$ cat src/rtl/trap_ctrl_pkg.sv
// rtl/trap_ctrl_pkg.sv - shared CSR addresses, mcause codes and FSM encodings for trap_ctrl
package trap_ctrl_pkg;

  localparam logic [11:0] CSR_MSTATUS = 12'h300;
  localparam logic [11:0] CSR_MTVEC   = 12'h305;
  localparam logic [11:0] CSR_MEPC    = 12'h341;
  localparam logic [11:0] CSR_MCAUSE  = 12'h342;
  localparam logic [11:0] CSR_MTVAL   = 12'h343;

  localparam logic [31:0] MCAUSE_EXT     = 32'h8000_000B;
  localparam logic [31:0] MCAUSE_TIMER   = 32'h8000_0007;
  localparam logic [31:0] MCAUSE_SOFT    = 32'h8000_0003;
  localparam logic [31:0] MCAUSE_ECALL   = 32'h0000_000B;
  localparam logic [31:0] MCAUSE_EBREAK  = 32'h0000_0003;
  localparam logic [31:0] MCAUSE_ILLEGAL = 32'h0000_0002;

  localparam logic [2:0] S_IDLE      = 3'd0;
  localparam logic [2:0] S_W_MEPC    = 3'd1;
  localparam logic [2:0] S_W_MCAUSE  = 3'd2;
  localparam logic [2:0] S_W_MTVAL   = 3'd3;
  localparam logic [2:0] S_W_MSTATUS = 3'd4;
  localparam logic [2:0] S_JUMP      = 3'd5;
  localparam logic [2:0] S_R_MSTATUS = 3'd6;
  localparam logic [2:0] S_R_JUMP    = 3'd7;

  typedef enum logic [1:0] {ACC_NONE, ACC_TRAP, ACC_MRET} acc_e;

  // States that drive a CSR write and therefore yield to execute-stage writes.
  function automatic logic is_write_state(input logic [2:0] s);
    return (s == S_W_MEPC) || (s == S_W_MCAUSE) || (s == S_W_MTVAL) ||
           (s == S_W_MSTATUS) || (s == S_R_MSTATUS);
  endfunction

endpackage

$ cat src/rtl/trap_arb.sv
// rtl/trap_arb.sv - combinational trap priority with cause/epc/tval selection
module trap_arb
  import trap_ctrl_pkg::*;
#(
  parameter int XLEN = 32
) (
  input  logic            hx_valid,
  input  logic [XLEN-1:0] pc_i,
  input  logic [XLEN-1:0] pc_next_i,
  input  logic [31:0]     inst_i,
  input  logic            exc_ecall_i,
  input  logic            exc_ebreak_i,
  input  logic            exc_illegal_i,
  input  logic            mret_i,
  input  logic            ex_trap_valid_i,
  input  logic            tcmp_trap_valid_i,
  input  logic            soft_trap_valid_i,
  input  logic            mstatus_MIE3_i,
  output acc_e            acc_o,
  output logic [XLEN-1:0] cause_o,
  output logic [XLEN-1:0] epc_o,
  output logic [XLEN-1:0] tval_o
);

  always_comb begin
    acc_o   = ACC_NONE;
    cause_o = '0;
    epc_o   = pc_i;
    tval_o  = '0;
    if (hx_valid) begin
      if (exc_illegal_i) begin
        acc_o   = ACC_TRAP;
        cause_o = XLEN'(MCAUSE_ILLEGAL);
        tval_o  = XLEN'(inst_i);
      end else if (exc_ebreak_i) begin
        acc_o   = ACC_TRAP;
        cause_o = XLEN'(MCAUSE_EBREAK);
        tval_o  = pc_i;
      end else if (exc_ecall_i) begin
        acc_o   = ACC_TRAP;
        cause_o = XLEN'(MCAUSE_ECALL);
      end else if (mret_i) begin
        acc_o = ACC_MRET;
      end else if (mstatus_MIE3_i && ex_trap_valid_i) begin
        acc_o   = ACC_TRAP;
        cause_o = XLEN'(MCAUSE_EXT);
        epc_o   = pc_next_i;
      end else if (mstatus_MIE3_i && tcmp_trap_valid_i) begin
        acc_o   = ACC_TRAP;
        cause_o = XLEN'(MCAUSE_TIMER);
        epc_o   = pc_next_i;
      end else if (mstatus_MIE3_i && soft_trap_valid_i) begin
        acc_o   = ACC_TRAP;
        cause_o = XLEN'(MCAUSE_SOFT);
        epc_o   = pc_next_i;
      end
    end
  end

endmodule

$ cat src/rtl/trap_ctrl.sv
// rtl/trap_ctrl.sv - trap entry / mret sequencer driving the CSR trap channel
module trap_ctrl
  import trap_ctrl_pkg::*;
#(
  parameter int XLEN   = 32,
  parameter int CSR_AW = 12
) (
  input  logic              clk,
  input  logic              rst,
  input  logic              hx_valid,
  input  logic [XLEN-1:0]   pc_i,
  input  logic [XLEN-1:0]   pc_next_i,
  input  logic [31:0]       inst_i,
  input  logic              exc_ecall_i,
  input  logic              exc_ebreak_i,
  input  logic              exc_illegal_i,
  input  logic              mret_i,
  input  logic              ex_trap_valid_i,
  input  logic              tcmp_trap_valid_i,
  input  logic              soft_trap_valid_i,
  input  logic              mstatus_MIE3_i,
  input  logic [XLEN-1:0]   mepc_i,
  input  logic              idex_csr_we_i,
  output logic              trap_csr_we_o,
  output logic [CSR_AW-1:0] trap_csr_addr_o,
  output logic [XLEN-1:0]   trap_csr_wdata_o,
  input  logic [XLEN-1:0]   trap_csr_rdata_i,
  output logic              hold_o,
  output logic              jump_flag_o,
  output logic [XLEN-1:0]   jump_addr_o
);

  logic [2:0]      r_state;
  logic [XLEN-1:0] r_cause;
  logic [XLEN-1:0] r_epc;
  logic [XLEN-1:0] r_tval;

  acc_e            w_acc;
  logic [XLEN-1:0] w_cause;
  logic [XLEN-1:0] w_epc;
  logic [XLEN-1:0] w_tval;
  logic            w_write;

  trap_arb #(.XLEN(XLEN)) u_arb (
    .hx_valid          (hx_valid),
    .pc_i              (pc_i),
    .pc_next_i         (pc_next_i),
    .inst_i            (inst_i),
    .exc_ecall_i       (exc_ecall_i),
    .exc_ebreak_i      (exc_ebreak_i),
    .exc_illegal_i     (exc_illegal_i),
    .mret_i            (mret_i),
    .ex_trap_valid_i   (ex_trap_valid_i),
    .tcmp_trap_valid_i (tcmp_trap_valid_i),
    .soft_trap_valid_i (soft_trap_valid_i),
    .mstatus_MIE3_i    (mstatus_MIE3_i),
    .acc_o             (w_acc),
    .cause_o           (w_cause),
    .epc_o             (w_epc),
    .tval_o            (w_tval)
  );

  // A write state only advances on the cycle its write actually lands.
  assign w_write = is_write_state(r_state) && !idex_csr_we_i;

  always_ff @(posedge clk or posedge rst) begin
    if (rst) begin
      r_state <= S_IDLE;
      r_cause <= '0;
      r_epc   <= '0;
      r_tval  <= '0;
    end else begin
      case (r_state)
        S_IDLE: begin
          if (w_acc == ACC_TRAP) begin
            r_state <= S_W_MEPC;
            r_cause <= w_cause;
            r_epc   <= w_epc;
            r_tval  <= w_tval;
          end else if (w_acc == ACC_MRET) begin
            r_state <= S_R_MSTATUS;
          end
        end
        S_W_MEPC:    if (w_write) r_state <= S_W_MCAUSE;
        S_W_MCAUSE:  if (w_write) r_state <= S_W_MTVAL;
        S_W_MTVAL:   if (w_write) r_state <= S_W_MSTATUS;
        S_W_MSTATUS: if (w_write) r_state <= S_JUMP;
        S_R_MSTATUS: if (w_write) r_state <= S_R_JUMP;
        default:     r_state <= S_IDLE;
      endcase
    end
  end

  always_comb begin
    trap_csr_addr_o  = '0;
    trap_csr_wdata_o = '0;
    jump_flag_o      = 1'b0;
    jump_addr_o      = '0;
    case (r_state)
      S_W_MEPC: begin
        trap_csr_addr_o  = CSR_AW'(CSR_MEPC);
        trap_csr_wdata_o = r_epc;
      end
      S_W_MCAUSE: begin
        trap_csr_addr_o  = CSR_AW'(CSR_MCAUSE);
        trap_csr_wdata_o = r_cause;
      end
      S_W_MTVAL: begin
        trap_csr_addr_o  = CSR_AW'(CSR_MTVAL);
        trap_csr_wdata_o = r_tval;
      end
      S_W_MSTATUS: begin
        trap_csr_addr_o     = CSR_AW'(CSR_MSTATUS);
        trap_csr_wdata_o    = trap_csr_rdata_i;
        trap_csr_wdata_o[7] = trap_csr_rdata_i[3];
        trap_csr_wdata_o[3] = 1'b0;
      end
      S_JUMP: begin
        trap_csr_addr_o = CSR_AW'(CSR_MTVEC);
        jump_flag_o     = 1'b1;
        jump_addr_o     = {trap_csr_rdata_i[XLEN-1:2], 2'b00};
      end
      S_R_MSTATUS: begin
        trap_csr_addr_o     = CSR_AW'(CSR_MSTATUS);
        trap_csr_wdata_o    = trap_csr_rdata_i;
        trap_csr_wdata_o[3] = trap_csr_rdata_i[7];
        trap_csr_wdata_o[7] = 1'b1;
      end
      S_R_JUMP: begin
        jump_flag_o = 1'b1;
        jump_addr_o = mepc_i;
      end
      default: ;
    endcase
    trap_csr_we_o = w_write;
  end

  assign hold_o = (r_state != S_IDLE);

endmodule
$ cat config.mk
export PLATFORM = sky130hd
export DESIGN_NAME = trap_ctrl
export DESIGN_NICKNAME = d
export VERILOG_FILES = /design/src/rtl/trap_ctrl_pkg.sv /design/src/rtl/trap_arb.sv /design/src/rtl/trap_ctrl.sv
export SDC_FILE = /design/constraint.sdc
export NUM_CORES = 1
export LEC_CHECK = 0
export BUFFER_PORTS_ARGS = -buffer_cell sky130_fd_sc_hd__buf_2
export CORE_UTILIZATION = 43
export CTS_BUF_LIST = sky130_fd_sc_hd__clkbuf_8
export DETAILED_ROUTE_END_ITERATION = 10
export PLACE_DENSITY = 0.9
export SYNTH_ARGS = -nofsm -noshare
export SYNTH_HDL_FRONTEND = slang
export SYNTH_SLANG_ARGS = --single-unit
$ cat constraint.sdc
create_clock -name clk -period 1.8 [get_ports clk]
set_input_delay 0.09 -clock clk [delete_from_list [all_inputs] [get_ports clk]]
set_output_delay 0.09 -clock clk [all_outputs]
set_load 0.01 [all_outputs]
==> impl_metrics.yaml <==
finish:
  post-route-util_pct: 62.9
  area_growth_pct: 43.0
  num-nets-final: 1005
  drive_gt1_share_pct: 42.8
  n_fill_cell: 943
  diodes: 0
timing:
  postLayoutSetupSlackWorst_ns: -0.0374
  maxSlewViolCount: 0
  worstMarginPinSlew_ns: 0.582
  fin_setup_tns_ns: -0.223
  timing.fmax_mhz: 544
  post-route-min-period_ns: 1.84
  hold_viol_final: 0
  setup_viol: 16
  slew_headroom_pct: 61.2
  period_share_pct: 102
  fin_worst_skew_ns: 0.0104
  rsz0062_at_grt: "yes"
yosys:
  yosys.area.top_type: "dfrtp_1"
  ys_ff_latch: 72
  ys_seq_area_share_pct: 36.0
  synthArstFlopShare_pct: 100
  synth-main-ff-cell: "dfrtp_1"
  netlist_area_um2: 5000
  netlist_instances: 587
  synth_top_area_share_pct: 36.0
  synth.avg_cell_area_um2: 8.52
  yosys_warnings: 0
  synthTopCellsByArea: "dfrtp_1 36%, mux2i_1 12%, nand2_1 10%"
  yosysMostFrequentCell: "nand2_1"
  yosys-top-cells-count: "133 x nand2_1, 72 x dfrtp_1, 60 x mux2i_1"
  synth-edff-count: 0
  synth_cell_types: 40
critical_path:
  worstSetupStartpointType: "flop"
  path_delay_family: "simple AND/OR/NAND/NOR gates"
  critical_path_required_ns: 2.00
  critical_path_class: "reg -> reg"
  max_stage_delay_ns: 0.56
  crit_path_end_kind: "flop"
  cp.arrival_ns: 2.03
  critPathBufInv: 2
  critical_path.cell_chain: "buf_4, or4b_4, buf_12, nand2_1, o211ai_1"
  crit_slowest_cell: "or4b_4"
  crit_fanout: 42
placed_design:
  place.gp.congestion: 0.854
  io_buffers: 244
  dp_hpwl_um: 12100
global_routing:
  grt_pass1_vias: 5196
  grt_pass1_wl_um: 26200
  grt_use_met3_pct: 5.10
  grt_util_all_layers_pct: 28.4
  gr-total-overflow: 0
  met2_usage_pct: 48.5
  antenna_found_initial: 1
  grt_use_met1_pct: 35.8
  grt_max_degree: 73
  grt-busiest-layer: "met2"
floorplanning:
  num_rows: 39
  die_area_um2: 12100
  initial_core_util_pct: 44.0
  pin_count: 251
  die_height_um: 110
  core_area_um2: 11400
  die_w_um: 110
clocking:
  cts.sinks: 72
  path_clk_slew_ns: 0.09
  clockRootBuffer: "clkbuf_8"
  clock_latency_ns: 0.34
  cts_tree: "done"
  cts_made_buffers: 9
  htree_levels: 3
  clockBufferDepth: 2
run_status:
  status: "finished, violations left"
  violations: "setup timing"
drt:
  drc: 0
  drt_wl_total_um: 17800
  ant_nets: 0
  vias_per_cell: 5.92
  drt_first_iter_violations: 429
  num_vias: 5803
  drt_pre_antenna_iters: 6
  wl_per_cell_um: 18.2
worst_hold_path:
  hold_path_class: "in -> reg"
power_and_ir_drop:
  power.density_nw_per_um2: 1330
  p_leak_uw: 0.00345
  max-vdd-ir-drop_uv: 748
flow_run:
  maxCapViolCount: 0
[final timing paths]
| path | from | end | slack [ns] | cells past startpoint |
|---|---|---|---|---|
| min in group asynchronous | rst | r_state[2]$_DFFE_PP0P_ | 0.40 | 4 |
| worst max register to register | r_state[1]$_DFFE_PP0P_ | r_epc[16]$_DFFE_PP0P_ | -0.04 | 5 |
| max in group asynchronous | rst | r_state[1]$_DFFE_PP0P_ | 1.07 | 4 |
| worst min-delay path | pc_next_i[2] | r_epc[2]$_DFFE_PP0P_ | 0.01 | 3 |
| worst min register to register | r_tval[6]$_DFFE_PP0P_ | r_tval[6]$_DFFE_PP0P_ | 0.49 | 2 |
| worst max-delay path | r_state[1]$_DFFE_PP0P_ | r_epc[16]$_DFFE_PP0P_ | -0.04 | 5 |
[cell usage in the layout (no fill, tap or decap), drive strengths merged, types with 32 or more instances in the layout]
master / n
buf: 288
nand2: 133
dfrtp: 72
mux2i: 60
nor2: 38
a22oi: 37
o31ai: 34
o21ai: 34
o211ai: 32
o311ai: 32
[worst reg2reg max path: stages (launching register included)]
cell and delay (ns):
dfrtp_4 0.53, buf_4 0.17, or4b_4 0.56, buf_12 0.22
nand2_1 0.13, o211ai_1 0.10
[metrics by stage]
stage	power [uW]	setup slack [ns]	instances	instance area, um2	hold slack (ns)
after floorplan	5620	-0.0214	592	5070	0.186
after global placement	7080	-0.0996	949	6490	0.223
after detailed placement	7210	-0.172	949	6490	0.227
after CTS	9270	-0.0308	979	7010	0.00138
after global routing	10100	-0.0796	980	7150	0.00595
final	9550	-0.0374	980	7150	0.0131
[kinds of logic (layout without fill, tap and decap cells)]
kind of cell,after synthesis,in the layout,synth area share [%]
adder cells (fa/ha/maj),1,1,0.250
buffers and inverters,75,320,8.21
AO/OA/AOI/OAI,180,180,26.2
AND/OR/NAND/NOR,194,194,16.3
flip-flops,72,72,36.0
other,1,6,0.0750
multiplexers,64,64,12.9
[state kept, by name, indices dropped and copies added (netlist names)]
name and cells:
r_tval 32, r_state 3, r_cause 5, r_epc 32
[cell type report]
| class | instances | area, um2 | share of cell area [%] |
|---|---|---|---|
| Multi-Input combinational cell | 445 | 3040 | 42.6 |
| Timing Repair Buffer | 299 | 1840 | 25.7 |
| Sequential cell | 72 | 1810 | 25.3 |
| Tap cell | 143 | 179 | 2.50 |
| Clock inverter | 7 | 136 | 1.91 |
| Clock buffer | 9 | 124 | 1.73 |
| Inverter | 5 | 23.8 | 0.332 |
[layer usage]
metal,vias to the layer above,routed length [um]
met4,2,360
met3,39,1460
met5,-,13
li1,2637,-
met2,342,8930
met1,2783,7050
[power breakdown]
part           switching (uW)  leakage (uW)  total, uW  internal [uW]
logic                    2840       0.00238       5260           2430
clock network             638      0.000136       1690           1060
registers                 384      0.000930       2590           2210
[what timing repair did]
| action | 4_1_cts | 5_1_grt |
|---|---|---|
| buffers inserted | 3 | 1 |
| hold endpoints to repair | 81 | 0 |
| resized for setup | 29 | 37 |
| gates cloned | 1 | 0 |
| setup endpoints to repair | 46 | 112 |
| hold buffers | 10 | 0 |
| pin swaps | 2 | 0 |
(Power assumes the default switching activity.)
